`src/rtl/spu_pkg.sv`:
```
// Shared SPU definitions: register-file write widths and the write-request payload.
package spu_pkg;

   localparam int REG_ADDR_W = 7;
   localparam int DATA_W     = 128;

   typedef struct packed {
      logic [REG_ADDR_W-1:0] rt;
      logic [DATA_W-1:0]     data;
   } wb_req_t;

endpackage

```
`src/rtl/wb_port_arbiter_if.sv`:
```
// Write-back bus: MEM/WB-stage requests in, register-file write port and status out.
interface wb_port_arbiter_if;
   import spu_pkg::*;

   logic                  mem_valid;
   logic [REG_ADDR_W-1:0] mem_rt;
   logic [DATA_W-1:0]     mem_data;
   logic                  alu_valid;
   logic [REG_ADDR_W-1:0] alu_rt;
   logic [DATA_W-1:0]     alu_data;
   logic                  rf_we;
   logic [REG_ADDR_W-1:0] rf_waddr;
   logic [DATA_W-1:0]     rf_wdata;
   logic                  stall;
   logic                  busy;
   logic                  overflow;

   modport master (
      output mem_valid, mem_rt, mem_data, alu_valid, alu_rt, alu_data,
      input  rf_we, rf_waddr, rf_wdata, stall, busy, overflow
   );

   modport slave (
      input  mem_valid, mem_rt, mem_data, alu_valid, alu_rt, alu_data,
      output rf_we, rf_waddr, rf_wdata, stall, busy, overflow
   );

endinterface

```
`src/rtl/wb_fifo.sv`:
```
// Pending-write FIFO: two ordered push ports (a before b), one pop port, wrap-around pointers.
module wb_fifo
   import spu_pkg::*;
#(
   parameter  int DEPTH = 4,
   localparam int PTR_W = $clog2(DEPTH),
   localparam int CNT_W = $clog2(DEPTH + 1)
) (
   input  logic             clk,
   input  logic             reset,
   input  logic             push_a,
   input  wb_req_t          din_a,
   input  logic             push_b,
   input  wb_req_t          din_b,
   input  logic             pop,
   output wb_req_t          head,
   output logic [CNT_W-1:0] count,
   output logic             empty
);

   wb_req_t          slots [DEPTH];
   logic [PTR_W-1:0] rd_ptr;
   logic [PTR_W-1:0] wr_ptr;
   logic [PTR_W-1:0] wr_ptr_b;

   function automatic logic [PTR_W-1:0] ptr_inc(input logic [PTR_W-1:0] p);
      return (p == PTR_W'(DEPTH - 1)) ? '0 : p + 1'b1;
   endfunction

   // push_b is only ever raised together with push_a, so it lands in the slot after it.
   assign wr_ptr_b = ptr_inc(wr_ptr);
   assign head     = slots[rd_ptr];
   assign empty    = (count == '0);

   // NOTE: payload storage is deliberately not reset; pointers and count alone define which slots are live.
   always_ff @(posedge clk) begin
      if (push_a) slots[wr_ptr]   <= din_a;
      if (push_b) slots[wr_ptr_b] <= din_b;
   end

   always_ff @(posedge clk) begin
      if (reset) begin
         rd_ptr <= '0;
         wr_ptr <= '0;
         count  <= '0;
      end else begin
         if (pop) rd_ptr <= ptr_inc(rd_ptr);
         if (push_b)      wr_ptr <= ptr_inc(wr_ptr_b);
         else if (push_a) wr_ptr <= wr_ptr_b;
         count <= count + CNT_W'(push_a) + CNT_W'(push_b) - CNT_W'(pop);
      end
   end

endmodule

```
`src/rtl/wb_port_arbiter.sv`:
```
// Merges load and ALU results onto a single register-file write port, preserving program order.
module wb_port_arbiter
   import spu_pkg::*;
#(
   parameter int DEPTH = 4
) (
   input logic              clk,
   input logic              reset,
   wb_port_arbiter_if.slave bus
);

   localparam int CNT_W = $clog2(DEPTH + 1);

   logic             mem_ok;
   logic             alu_ok;
   wb_req_t          mem_req;
   wb_req_t          alu_req;
   wb_req_t          sel;
   logic             sel_valid;
   logic             push_a;
   logic             push_b;
   wb_req_t          din_a;
   logic             pop;
   wb_req_t          head;
   logic [CNT_W-1:0] count;
   logic             fifo_empty;
   logic             stall;

   logic                  rf_we;
   logic [REG_ADDR_W-1:0] rf_waddr;
   logic [DATA_W-1:0]     rf_wdata;
   logic                  overflow;

   assign stall  = (int'(count) >= DEPTH - 1);
   assign mem_ok = bus.mem_valid & ~stall;
   assign alu_ok = bus.alu_valid & ~stall;

   assign mem_req = '{rt: bus.mem_rt, data: bus.mem_data};
   assign alu_req = '{rt: bus.alu_rt, data: bus.alu_data};

   // Oldest pending item (FIFO head, then mem, then alu) is written; the rest are queued in order.
   always_comb begin
      sel_valid = 1'b0;
      sel       = '0;
      pop       = 1'b0;
      push_a    = 1'b0;
      push_b    = 1'b0;
      din_a     = alu_req;
      if (!fifo_empty) begin
         sel_valid = 1'b1;
         sel       = head;
         pop       = 1'b1;
         push_a    = mem_ok | alu_ok;
         din_a     = mem_ok ? mem_req : alu_req;
         push_b    = mem_ok & alu_ok;
      end else if (mem_ok) begin
         sel_valid = 1'b1;
         sel       = mem_req;
         push_a    = alu_ok;
      end else if (alu_ok) begin
         sel_valid = 1'b1;
         sel       = alu_req;
      end
   end

   wb_fifo #(.DEPTH(DEPTH)) u_fifo (
      .clk    (clk),
      .reset  (reset),
      .push_a (push_a),
      .din_a  (din_a),
      .push_b (push_b),
      .din_b  (alu_req),
      .pop    (pop),
      .head   (head),
      .count  (count),
      .empty  (fifo_empty)
   );

   // NOTE: sequential state uses non-blocking assignments so every register samples pre-edge values.
   always_ff @(posedge clk) begin
      if (reset) begin
         rf_we    <= 1'b0;
         rf_waddr <= '0;
         rf_wdata <= '0;
         overflow <= 1'b0;
      end else begin
         rf_we <= sel_valid;
         if (sel_valid) begin
            rf_waddr <= sel.rt;
            rf_wdata <= sel.data;
         end
         if (stall && (bus.mem_valid || bus.alu_valid)) overflow <= 1'b1;
      end
   end

   assign bus.rf_we    = rf_we;
   assign bus.rf_waddr = rf_waddr;
   assign bus.rf_wdata = rf_wdata;
   assign bus.stall    = stall;
   assign bus.busy     = !fifo_empty || rf_we;
   assign bus.overflow = overflow;

endmodule

```
`src/flat_wrapper.sv`:
```
// flat-port wrapper written by rule: the top's interface ports become plain ports
module wb_port_arbiter_flat import spu_pkg::*;
#(
   parameter int DEPTH = 4
)
  (clk, reset, bus_mem_valid, bus_mem_rt, bus_mem_data, bus_alu_valid, bus_alu_rt, bus_alu_data, bus_rf_we, bus_rf_waddr, bus_rf_wdata, bus_stall, bus_busy, bus_overflow);
  wb_port_arbiter_if bus_i ();
  input logic clk;
  input logic reset;
  input wire logic [$bits(bus_i.mem_valid)-1:0] bus_mem_valid;
  input wire logic [$bits(bus_i.mem_rt)-1:0] bus_mem_rt;
  input wire logic [$bits(bus_i.mem_data)-1:0] bus_mem_data;
  input wire logic [$bits(bus_i.alu_valid)-1:0] bus_alu_valid;
  input wire logic [$bits(bus_i.alu_rt)-1:0] bus_alu_rt;
  input wire logic [$bits(bus_i.alu_data)-1:0] bus_alu_data;
  output wire logic [$bits(bus_i.rf_we)-1:0] bus_rf_we;
  output wire logic [$bits(bus_i.rf_waddr)-1:0] bus_rf_waddr;
  output wire logic [$bits(bus_i.rf_wdata)-1:0] bus_rf_wdata;
  output wire logic [$bits(bus_i.stall)-1:0] bus_stall;
  output wire logic [$bits(bus_i.busy)-1:0] bus_busy;
  output wire logic [$bits(bus_i.overflow)-1:0] bus_overflow;
  assign bus_i.mem_valid = bus_mem_valid;
  assign bus_i.mem_rt = bus_mem_rt;
  assign bus_i.mem_data = bus_mem_data;
  assign bus_i.alu_valid = bus_alu_valid;
  assign bus_i.alu_rt = bus_alu_rt;
  assign bus_i.alu_data = bus_alu_data;
  assign bus_rf_we = bus_i.rf_we;
  assign bus_rf_waddr = bus_i.rf_waddr;
  assign bus_rf_wdata = bus_i.rf_wdata;
  assign bus_stall = bus_i.stall;
  assign bus_busy = bus_i.busy;
  assign bus_overflow = bus_i.overflow;
  wb_port_arbiter #(.DEPTH(DEPTH)) u_core (.clk(clk), .reset(reset), .bus(bus_i));
endmodule
```
`config.mk`:
```
export PLATFORM = sky130hd
export DESIGN_NAME = wb_port_arbiter_flat
export DESIGN_NICKNAME = d
export VERILOG_FILES = /design/src/rtl/spu_pkg.sv /design/src/rtl/wb_port_arbiter_if.sv /design/src/rtl/wb_fifo.sv /design/src/rtl/wb_port_arbiter.sv /design/src/flat_wrapper.sv
export SDC_FILE = /design/constraint.sdc
export NUM_CORES = 1
export LEC_CHECK = 0
export ABC_AREA = 1
export CORE_MARGIN = 2
export CORE_UTILIZATION = 40
export DETAILED_ROUTE_END_ITERATION = 8
export GPL_TIMING_DRIVEN = 0
export SLEW_MARGIN = 20
export SYNTH_ARGS = -nofsm -noshare
export SYNTH_HDL_FRONTEND = slang
export SYNTH_SLANG_ARGS = --single-unit
```
`constraint.sdc`:
```
create_clock -name clk -period 37.5 [get_ports clk]
set_input_delay 9.375 -clock clk [delete_from_list [all_inputs] [get_ports clk]]
set_output_delay 9.375 -clock clk [all_outputs]
set_load 0.01 [all_outputs]
```
==> reports/qor.yml <==
outcome: "completed"
cts_buffer_depth: 3
slew_headroom_pct: 25.0
crit_buf_inv: 7
final_antenna_net_count: 0
min_path_type: "reg -> reg"
synth_edf_count: 540
critical_path_arrival_ns: 12.93
period_share_pct: 33.6
syn_area_per_cell_um2: 7.39
ys.flop_type: "edfxtp_1"
via_per_inst: 5.29
rsz0062_at_grt: "false"
clkSinkCount: 686
stdcell_area_um2: 45900
cts_root_buf: "clkbuf_16"
holdWs_ns: 0.450
r2r-end: "u_core.u_fifo.slots[1][42]"
grt_max_degree: 44
ir_drop_mv: 0.0461
tightestPinTransition_ns: 1.12
portBuffers: 410
drcViolationCount: 0
core_area_um2: 91500
setup_tns_ns: 0
setup_viol: 0
clock.fmax_ghz: 0.0793
path_cells: "clkdlybuf4s50_1, inv_2, nor2_4, nand3_4, nor2_4, inv_2, buf_2, buf_2, nand2_4, buf_12, buf_12"
mostFrequentLayoutCells: "nand2_1, edfxtp_1, o21ai_0"
crit_path_max_fanout: 27
dp_hpwl_mm: 98.8
worstSetupStartpointType: "input port"
layout_setup_ws_ns: 24.90
cp-end-kind: "register"
cp_slowest_cell: "clkdlybuf4s50_1"
die_h_um: 308
slew_violations: 0
grt_pass1_wl_mm: 211
p_leak_uw: 0.0200
fin_skew_ns: 0.0256
place.gp.congestion: 0.881
clock_latency_ns: 0.66
max_cap_violations: 0
syn_inst: 4989
ys_ff_latch: 686
start_util_pct: 40.3
path_clk_slew_ns: 0.05
grt_use_total_pct: 29.8
die-area_um2: 94700
holdPathStages: 2
period_minus_slack_ns: 12.60
wirelength_mm: 145
drtIter0Drc: 3978
synth_nets: 5274
htree_levels: 3
cts_tree: "yes"
syn-cell-area_um2: 36900
numCtsBuffers: 82
dr.pass1.iters: 8
r2r-start: "u_core.u_fifo.count[2]"
cts_hold_buffers: 0
die_w_um: 308
synth_warnings: 0
seqCellArea_um2: 19100
final_common_cell: "nand2_1"
via_count: 35800
fill_cells: 8804
multiInputGateArea_um2: 15900
wire_per_inst_um: 21.4
area_growth_pct: 24.4
synth.distinct_cells: 27
crit_type: "in -> reg"
power_density_nw_per_um2: 86.6
cp.required_ns: 37.83
grt_pass1_vias: 33800
dp_slack_ns: 24.24
ios: 413
overflow: 0
antenna_found_initial: 8
finalHoldViolCount: 0
nets: 5792
synthArstFlopShare_pct: 0
place_area_um2: 43200
crit_family: "buffers and inverters"
worst-r2r-setup-slack_ns: 33.52
num_rows: 111
post-cts-setup-buffer-count: 0
hold_end: "u_core.bus.rf_wdata[95]"
ctsResizeCount: 0
ff2ff_path_depth: 13
seq_area_frac_synth_pct: 51.9
drive_gt1_share_pct: 7.05
slowest_delay_ns: 0.65
holdCritStartpoint: "u_core.bus.rf_wdata[95]"
[cell usage after synthesis, types with 3 or more instances]
library cell / number / share of area [%]
ha_1: 10 / 0.34
clkbuf_1: 180 / 1.8
or2_2: 101 / 1.7
dfxtp_1: 146 / 7.9
nand4_1: 3 / 0.051
inv_1: 116 / 1.2
nor2_1: 345 / 3.5
nor2_4: 5 / 0.15
buf_4: 16 / 0.33
buf_1: 28 / 0.28
o21ai_0: 446 / 6.1
nand2_1: 2620 / 27
buf_2: 101 / 1.4
inv_2: 10 / 0.10
edfxtp_1: 540 / 44
nand3_1: 237 / 3.2
a21oi_1: 73 / 0.99
[cell families (layout without fill, tap and decap cells)]
kind of cell	Yosys count	after routing	synth area share, %
simple gates	3315	3315	35.4
flops	686	686	51.9
compound gates	522	522	7.11
buf+inv	454	1041	5.15
fa+ha+maj	11	11	0.393
xor+xnor	1	1	0.0237
other cells	0	2	0
[where the power goes]
part           total (µW)  leakage [µW]  switching, µW  internal, µW
logic                1880        0.0125           1270           611
clock network         821       0.00134            341           481
registers            1270       0.00618           84.6          1190
total                3980        0.0200           1700          2280
[final cells by class]
| type | count | area share [%] |
|---|---|---|
| Clock inverter | 40 | 0.897 |
| Inverter | 128 | 1.05 |
| Sequential cell | 686 | 41.7 |
| Antenna cell | 2 | 0.0109 |
| Timing Repair Buffer | 434 | 10.3 |
| Tap cell | 1186 | 3.23 |
| Buffer | 326 | 3.10 |
| Clock buffer | 113 | 5.04 |
| Multi-Input combinational cell | 3849 | 34.6 |
[through the flow]
step           util (%)  cells  total power [µW]
3_5_place_dp       47.1   6609              3140
3_3_place_gp       46.4   6585              3160
6_report           50.1   6764              3980
4_1_cts            50.1   6762              3960
2_1_floorplan         -   4989              2360
5_1_grt            50.1   6764              4210
[flip-flops by register name, indices dropped and copies added, names as in the netlist, named ones only]
signal	cells
u_core.u_fifo.slots	540
u_core.u_fifo.wr_ptr	2
u_core.bus.rf_wdata	128
u_core.u_fifo.rd_ptr	2
u_core.bus.rf_waddr	7
u_core.u_fifo.count	3
u_core.bus.overflow	1
u_core.bus.rf_we	1
[metal layers]
metal	up-vias	track usage [%]	wire [µm]
met1	16600	40.0	59300
li1	17000	-	-
met3	320	4.86	13300
met5	-	0	25
met4	4	14.0	6860
met2	1824	47.2	65400
[worst max-delay path by stage]
| stage | endpoint | depth (start not counted) | start |
|---|---|---|---|
| final | u_core.u_fifo.slots[1][42] | 11 | bus_mem_valid |
| after global routing | u_core.u_fifo.slots[0][76] | 12 | bus_mem_valid |
| after CTS | u_core.u_fifo.slots[0][83] | 12 | bus_mem_valid |
| after detailed placement | u_core.u_fifo.slots[0][83] | 12 | bus_mem_valid |
| after global placement | u_core.u_fifo.slots[3][17] | 5 | bus_mem_valid |
| after floorplan | u_core.u_fifo.slots[3][0] | 5 | bus_alu_valid |
[tightest hold or removal path, delay by kind of cell (launching register included)]
| family | cells | cell delay [ns] |
|---|---|---|
| flip-flops | 1 | 0.31 |
| AND/OR/NAND/NOR | 2 | 0.10 |
Note: power is estimated with default switching activity, not from simulation.
